`config.mk`:
```
export PLATFORM = sky130hd
export DESIGN_NAME = nina_spi_byte_if
export DESIGN_NICKNAME = d
export VERILOG_FILES = /design/src/rtl/nina_spi_byte_if.sv
export SDC_FILE = /design/constraint.sdc
export NUM_CORES = 1
export LEC_CHECK = 0
export BUFFER_PORTS_ARGS = -buffer_cell sky130_fd_sc_hd__buf_4
export CORE_MARGIN = 3
export CORE_UTILIZATION = 62
export DETAILED_ROUTE_END_ITERATION = 12
export PLACE_DENSITY = 0.94
export SKIP_LAST_GASP = 1
export SYNTH_ARGS = -nofsm -noshare
export SYNTH_HDL_FRONTEND = slang
export SYNTH_SLANG_ARGS = --single-unit
```
`constraint.sdc`:
```
create_clock -name iCLK -period 2.9 [get_ports iCLK]
set_input_delay 0.58 -clock iCLK [delete_from_list [all_inputs] [get_ports iCLK]]
set_output_delay 0.58 -clock iCLK [all_outputs]
set_load 0.05 [all_outputs]
```
`src/rtl/nina_spi_byte_if.sv`:
```
`timescale 1ns/1ps
`default_nettype none
// ============================================================================
// Module   : nina_spi_byte_if
// Brief    : SPI-mode-0 slave front end for the NINA link. Oversamples the pins,
//            produces an RX byte FIFO and serialises TX bytes onto MISO.
// Revision : 1.0 - initial release
// ============================================================================
module nina_spi_byte_if #(
  parameter int         RX_DEPTH  = 4,
  parameter logic [7:0] FILL_BYTE = 8'hFF
) (
  input  logic       iCLK,
  input  logic       iRESET,
  input  logic       iSPI_SCLK,
  input  logic       iSPI_MOSI,
  input  logic       iSPI_CSn,
  output logic       oSPI_MISO,
  output logic       oSPI_MISO_OE,
  output logic [7:0] oRX_DATA,
  output logic       oRX_SOF,
  output logic       oRX_VALID,
  input  logic       iRX_READY,
  input  logic [7:0] iTX_DATA,
  input  logic       iTX_VALID,
  output logic       oTX_READY,
  output logic       oFRAME_ACTIVE,
  output logic       oFRAME_END,
  output logic       oRX_OVERRUN,
  output logic       oTX_UNDERRUN,
  input  logic       iCLR_FLAGS
);

  localparam int c_AW = $clog2(RX_DEPTH);

  typedef enum logic [0:0] {IDLE = 1'b0, ACTIVE = 1'b1} state_t;
  state_t r_state, w_stateNext;

  logic [2:0]   r_sclkSync, r_mosiSync, r_csnSync;
  logic         w_sclkRise, w_sclkFall, w_csFall, w_csRise, w_mosi;
  logic         w_enter, w_exit, w_rxRise, w_txFall, w_reload, w_txLoad;
  logic [2:0]   r_bitCnt;
  logic [7:0]   r_rxShift, r_misoShift, r_txHold;
  logic         r_byteDone, r_sofPending, r_reloadDue, r_txFull;
  logic         r_underrun, r_overrun, r_frameEnd;
  logic [8:0]   r_mem [RX_DEPTH];
  logic [c_AW:0] r_wrPtr, r_rdPtr;
  logic         w_empty, w_full, w_pop, w_wr;
  logic [8:0]   w_head;

  // CS sync resets to "asserted" so a frame already in progress at reset
  // release is never entered; CS must be seen high first.
  always_ff @(posedge iCLK) begin
    if (iRESET) begin
      r_sclkSync <= 3'b000;
      r_mosiSync <= 3'b000;
      r_csnSync  <= 3'b000;
    end else begin
      r_sclkSync <= {r_sclkSync[1:0], iSPI_SCLK};
      r_mosiSync <= {r_mosiSync[1:0], iSPI_MOSI};
      r_csnSync  <= {r_csnSync[1:0], iSPI_CSn};
    end
  end

  assign w_sclkRise = r_sclkSync[1] & ~r_sclkSync[2];
  assign w_sclkFall = ~r_sclkSync[1] & r_sclkSync[2];
  assign w_csFall   = ~r_csnSync[1] & r_csnSync[2];
  assign w_csRise   = r_csnSync[1] & ~r_csnSync[2];
  assign w_mosi     = r_mosiSync[2];

  always_ff @(posedge iCLK) begin
    if (iRESET) r_state <= IDLE;
    else        r_state <= w_stateNext;
  end

  always_comb begin
    w_stateNext = r_state;
    w_enter     = 1'b0;
    w_exit      = 1'b0;
    case (r_state)
      IDLE:    if (w_csFall) begin w_stateNext = ACTIVE; w_enter = 1'b1; end
      ACTIVE:  if (w_csRise) begin w_stateNext = IDLE;   w_exit  = 1'b1; end
      default: w_stateNext = IDLE;
    endcase
  end

  assign w_rxRise = (r_state == ACTIVE) & w_sclkRise;
  assign w_txFall = (r_state == ACTIVE) & w_sclkFall;
  assign w_reload = w_enter | (w_txFall & r_reloadDue);
  assign w_txLoad = iTX_VALID & ~r_txFull;

  always_ff @(posedge iCLK) begin
    if (iRESET) begin
      r_bitCnt     <= 3'd0;
      r_rxShift    <= 8'h00;
      r_byteDone   <= 1'b0;
      r_sofPending <= 1'b0;
      r_reloadDue  <= 1'b0;
      r_misoShift  <= 8'h00;
      r_txHold     <= 8'h00;
      r_txFull     <= 1'b0;
      r_underrun   <= 1'b0;
      r_frameEnd   <= 1'b0;
    end else begin
      r_byteDone <= 1'b0;
      r_frameEnd <= w_exit;
      if (r_byteDone) r_sofPending <= 1'b0;
      if (w_enter) begin
        r_bitCnt     <= 3'd0;
        r_sofPending <= 1'b1;
        r_reloadDue  <= 1'b0;
      end else if (w_exit) begin
        r_bitCnt    <= 3'd0;
        r_reloadDue <= 1'b0;
      end else if (w_rxRise) begin
        r_rxShift <= {r_rxShift[6:0], w_mosi};
        r_bitCnt  <= r_bitCnt + 3'd1;
        if (r_bitCnt == 3'd7) begin
          r_byteDone  <= 1'b1;
          r_reloadDue <= 1'b1;
        end
      end
      if (w_reload) begin
        r_misoShift <= r_txFull ? r_txHold : FILL_BYTE;
        if (!w_enter) r_reloadDue <= 1'b0;
      end else if (w_txFall) begin
        r_misoShift <= {r_misoShift[6:0], 1'b0};
      end
      // A load wins over a same-cycle reload: the reload consumed the old content.
      if (w_txLoad) begin
        r_txHold <= iTX_DATA;
        r_txFull <= 1'b1;
      end else if (w_reload) begin
        r_txFull <= 1'b0;
      end
      r_underrun <= (w_reload & ~r_txFull) | (r_underrun & ~iCLR_FLAGS);
    end
  end

  assign w_empty = (r_wrPtr == r_rdPtr);
  assign w_full  = (r_wrPtr[c_AW] != r_rdPtr[c_AW]) &&
                   (r_wrPtr[c_AW-1:0] == r_rdPtr[c_AW-1:0]);
  assign w_pop   = ~w_empty & iRX_READY;
  assign w_wr    = r_byteDone & (~w_full | w_pop);
  assign w_head  = r_mem[r_rdPtr[c_AW-1:0]];

  always_ff @(posedge iCLK) begin
    if (w_wr) r_mem[r_wrPtr[c_AW-1:0]] <= {r_sofPending, r_rxShift};
  end

  always_ff @(posedge iCLK) begin
    if (iRESET) begin
      r_wrPtr   <= '0;
      r_rdPtr   <= '0;
      r_overrun <= 1'b0;
    end else begin
      if (w_wr)  r_wrPtr <= r_wrPtr + {{c_AW{1'b0}}, 1'b1};
      if (w_pop) r_rdPtr <= r_rdPtr + {{c_AW{1'b0}}, 1'b1};
      r_overrun <= (r_byteDone & w_full & ~w_pop) | (r_overrun & ~iCLR_FLAGS);
    end
  end

  assign oRX_VALID     = ~w_empty;
  assign oRX_DATA      = w_empty ? 8'h00 : w_head[7:0];
  assign oRX_SOF       = ~w_empty & w_head[8];
  assign oSPI_MISO     = r_misoShift[7];
  assign oSPI_MISO_OE  = (r_state == ACTIVE);
  assign oFRAME_ACTIVE = (r_state == ACTIVE);
  assign oFRAME_END    = r_frameEnd;
  assign oTX_READY     = ~r_txFull;
  assign oRX_OVERRUN   = r_overrun;
  assign oTX_UNDERRUN  = r_underrun;

endmodule
`default_nettype wire
```
-- Yosys cells after proc, flatten, opt, wreduce, memory -nomap -nowiden
Memory sizes are Yosys's and may differ from the RTL's. A register that Yosys moved wholly into a read port is not among the register bits.
Cells that the tools add are included.
- word-level logic and storage cells: 90
- output and inout bits: 17
- bits in writable memories: 36
- memories kept: 1
- register bits after elaboration: 50
- bits of input ports: 16
- reductions and logical operators: 7
- bitwise gates (word level): 33
- eq/ne operators: 4
- multiplexer cells: 25
- add/subtract/negate cells: 3
- memory list (memory ; words ; bits a word ; rd ports ; clocked after memory_dff ; write ports ; line ; source):
    r_mem ; 4 ; 9 ; 1 ; 1 ; 1 ; 46 ; logic [8:0] r_mem [RX_DEPTH];
- operators by type and width (kind ; count):
    $mux W8 ; 4
    $mux W1 ; 18
    $and A1 B1 Y1 ; 16
    $not A1 Y1 ; 13
    $add A3 B1 Y3 const B ; 3
    $reduce_bool A2 Y1 ; 3
    $mux W2 ; 2
    $or A1 B1 Y1 ; 4
    $reduce_or A4 Y1 ; 1
    $eq A3 B3 Y1 ; 1
    $eq A3 B3 Y1 const B ; 1
    $reduce_and A3 Y1 ; 1
    $reduce_or A3 Y1 ; 1
    $eq A2 B2 Y1 ; 1
    $pmux W1 S2 ; 1
    $logic_and A1 B1 Y1 ; 1
    $ne A1 B1 Y1 ; 1

-- Longest topological paths before layout
- depth after elaboration: 8
- depth in mapped cells: 6
- depth with buffers taken out: 6

-- Least setup slack after synthesis
OpenSTA, ideal clock, no wires.
- path type: reg-to-output
- start: register r_wrPtr[1]
- end: output oRX_DATA[0]
- buffers on the path: 0
- slack: 0.626 ns
- cell stages (with the launch flop): 4
- required time: 2.320 ns
- arrival: 1.694 ns
- cells stage by stage: dfxtp_1 > xor2_1 > nor3_1 > nor2b_1
- cells in the longest elaborated chain, start to end: 2
- RTL lines (what ; line ; source):
    start, declared ; 47 ; logic [c_AW:0] r_wrPtr, r_rdPtr;
    start signal, assigned ; 157 ; if (w_wr) r_wrPtr <= r_wrPtr + {{c_AW{1'b0}}, 1'b1};
    $eq A3 B3 Y1 ; 140 ; assign w_empty = (r_wrPtr == r_rdPtr);
    $mux W8 ; 164 ; assign oRX_DATA = w_empty ? 8'h00 : w_head[7:0];
    end, declared ; 20 ; output logic [7:0] oRX_DATA,
Every way passes these cells.

==> run metrics <==
status=finished, final reports clean; WL per Instance=15.3 um; Seq/Total Area, Yosys=61.6%; crit-path max cell delay=0.69 ns; drt total wl=5890 um; worst slew pin tran=0.681 ns; CTS tree=yes; via/cell ratio=5.51; largest net degree at the start of global routing=42; Post-route DRC=0; number of I/O port buffers=32; crit path launch type=flip-flop; Post-Layout Inst Area=3960 um2; clk_skew=0.00638 ns; clock power share=41.5%; synth top area cells=edfxtp_1 (31%), dfxtp_1 (30%), mux4_2 (5.9%), mux2i_1 (3.5%), nor2_1 (3.5%); leak pwr=1.51 nW; full die area=6480 um2; root buf cell=clkbuf_8; vias in the first global route=2123; core area=5240 um2; combinational power share=3.3%; Die Y=80.5 um; Peak Freq=0.386 GHz; hpwl dp=3900 um; initial core utilization=65.7%; antenna cells=0; Crit. End Element=output pin; Final Max Slew Viols=0; non-filler instance count after layout=386; depth of the CTS H-tree=3; Tcrit/Tclk final=89.4%; Psw=0.468 mW; crit-path cells=mux4_2 > nor2b_1 > buf_4; most frequent cell after synthesis=dfxtp_1; share of cells above drive strength 1=19.9%; top cell type's share of synthesized area=31.4%; FF+latch count, synth=88; clk sinks=88; worst-case clock buffer depth=2; share of power burned in registers=55.3%; Die W=80.5 um; setup TNS=0 ns; Mapped Cells=279; Final Hold Vio Count=0; Total Power=2.35 mW; async set-or-reset flop fraction in the synthesized netlist=0%; Vias=2126; RSZ-0062 raised after global routing=false; Buf+Inv Stages, Crit Path=1; crit path DAT=2.01 ns; Final Util=75.6%; fin crit period=2.59 ns; Required @ worst endpoint=2.32 ns; PD cells=595 nW/um2; cell total after placement=370; Ys Warns=0; DP Area=3720 um2; # Max-Cap Violations=0; Synth Cell Area=3440 um2; cts hold-fix bufs=0; worst rel slew slack=54.2%; fin nets=334; crit-path max FO=9; Area Growth Syn to Fin=15.0%; DRT Pass-1 Iters=4; Slowest-stage cell, CP=dfxtp_1; DRT iter0 DRCs=101; Mean Syn Cell Area=12.3 um2; Final setup viols=0; Post-synth EDFFs=36; Routability Congestion=0.753; dominant synthesized flop cell=dfxtp_1; Synth area leader=edfxtp_1; Post-CTS Resized=1; Crit Path Class=flip-flop to output pin; top cell family by delay on the critical path=flip-flops; later-pin clock latency in the skew report=0.35 ns; register clock-pin slew on the reported worst setup and hold paths=0.08 ns; Synthesized Nets=302; HP Class=input port to flip-flop; antenna violations before repair=0; synth unique cells=36; Total Routing Usage GR=20.7%; FP Rows=26; Remaining Overflow, GRT=0; Detail Route Antenna Nets=0; post-CTS setup buffer count=0; first-pass GRT wire length=9890 um; Commonest cells post-synth=dfxtp_1 (52), edfxtp_1 (36), nor2_1 (32), nand2_1 (28), nor2b_1 (17); Net Sw Frac=19.9%; # fillers=318; worst vdd ir=0.663 mV; Num CTS Buffers=9; IO Count=33; internal power=1.89 mW
[flip-flops by register name, summed over array words and instances, names as in the netlist, 3 cells and up, named ones only]
name         flops
r_wrPtr          3
r_rxShift        8
r_bitCnt         3
r_mem           36
r_rdPtr          3
r_sclkSync       3
r_csnSync        3
r_txHold         8
r_misoShift      8
r_mosiSync       3
[final timing paths]
kind                      start            end  slack, ns  cells after the start
setup reg to reg     r_wrPtr[1]    r_mem[2][4]       0.79                      4
setup / recovery      flip-flop    oRX_DATA[2]       0.31                      3
hold / removal        iSPI_SCLK  r_sclkSync[0]       0.44                      2
hold reg to reg   r_mosiSync[0]  r_mosiSync[1]       0.44                      1
[power by group through the flow]
stage	logic, mW	registers, mW	clock network, mW
global placement	0.0740	1.33	0
CTS	0.0771	1.30	0.988
finish	0.0768	1.30	0.977
floorplan	0.0474	1.33	0
global route	0.0850	1.30	1.04
detailed placement	0.0770	1.33	0
[metrics by stage]
stage          worst slack (ns)  hold WS (ns)
2_1_floorplan             0.626         0.414
6_report                  0.306         0.437
5_1_grt                   0.181         0.433
3_5_place_dp              0.314         0.420
4_1_cts                   0.262         0.429
3_3_place_gp              0.482         0.416
[routing by layer]
layer  track usage (%)  share of wire, %  vias up
met4              11.0               2.6        0
met5                 0                 0        -
met2              34.9                51       67
met1              24.3                42     1007
met3              5.16               4.7       16
li1                  -                 -     1036
[worst reg2reg max path: cells and delay by family, from the launching register on]
kind          cells  cell delay, ns
flops             1            0.43
xor+xnor          1            0.52
simple gates      3            0.80
[cell usage in the layout, fill, tap and decap left out, drive strengths merged, types with 2 or more instances in the layout]
master / Yosys / routed
a21oi: 14 / 14
and2: 4 / 4
and2b: 4 / 4
buf: 4 / 32
bufinv: 0 / 3
clkbuf: 7 / 9
clkinv: 0 / 2
clkinvlp: 0 / 2
dfxtp: 52 / 52
edfxtp: 36 / 36
ha: 7 / 7
inv: 9 / 9
mux2i: 12 / 12
mux4: 9 / 9
nand2: 28 / 28
nor2: 33 / 33
nor2b: 17 / 17
nor3: 4 / 4
nor3b: 8 / 8
o21ai: 2 / 2
o31ai: 8 / 8
o41ai: 2 / 2
xnor2: 2 / 2
xor2: 7 / 7
[cells by family (layout without fill, tap and decap cells)]
group | Yosys count | after routing | synth area share, %
multiplexers | 21 | 21 | 9.38
AND/OR/NAND/NOR | 104 | 104 | 15.4
adder cells (fa/ha/maj) | 8 | 8 | 2.83
XOR/XNOR | 9 | 9 | 2.29
AO/OA/AOI/OAI | 29 | 29 | 6.03
flip-flops | 88 | 88 | 61.6
buffers and inverters | 20 | 57 | 2.47
[layout make-up]
cell class                      instances  area, um2  area share, %
Clock buffer                            9        124           3.13
Clock inverter                          7        110           2.78
Multi-Input combinational cell        171       1240           31.4
Timing Repair Buffer                   32        240           6.07
Tap cell                               70       87.6           2.21
Inverter                                9       33.8          0.853
Sequential cell                        88       2120           53.6
No activity file was read; power rests on OpenSTA's default activity.
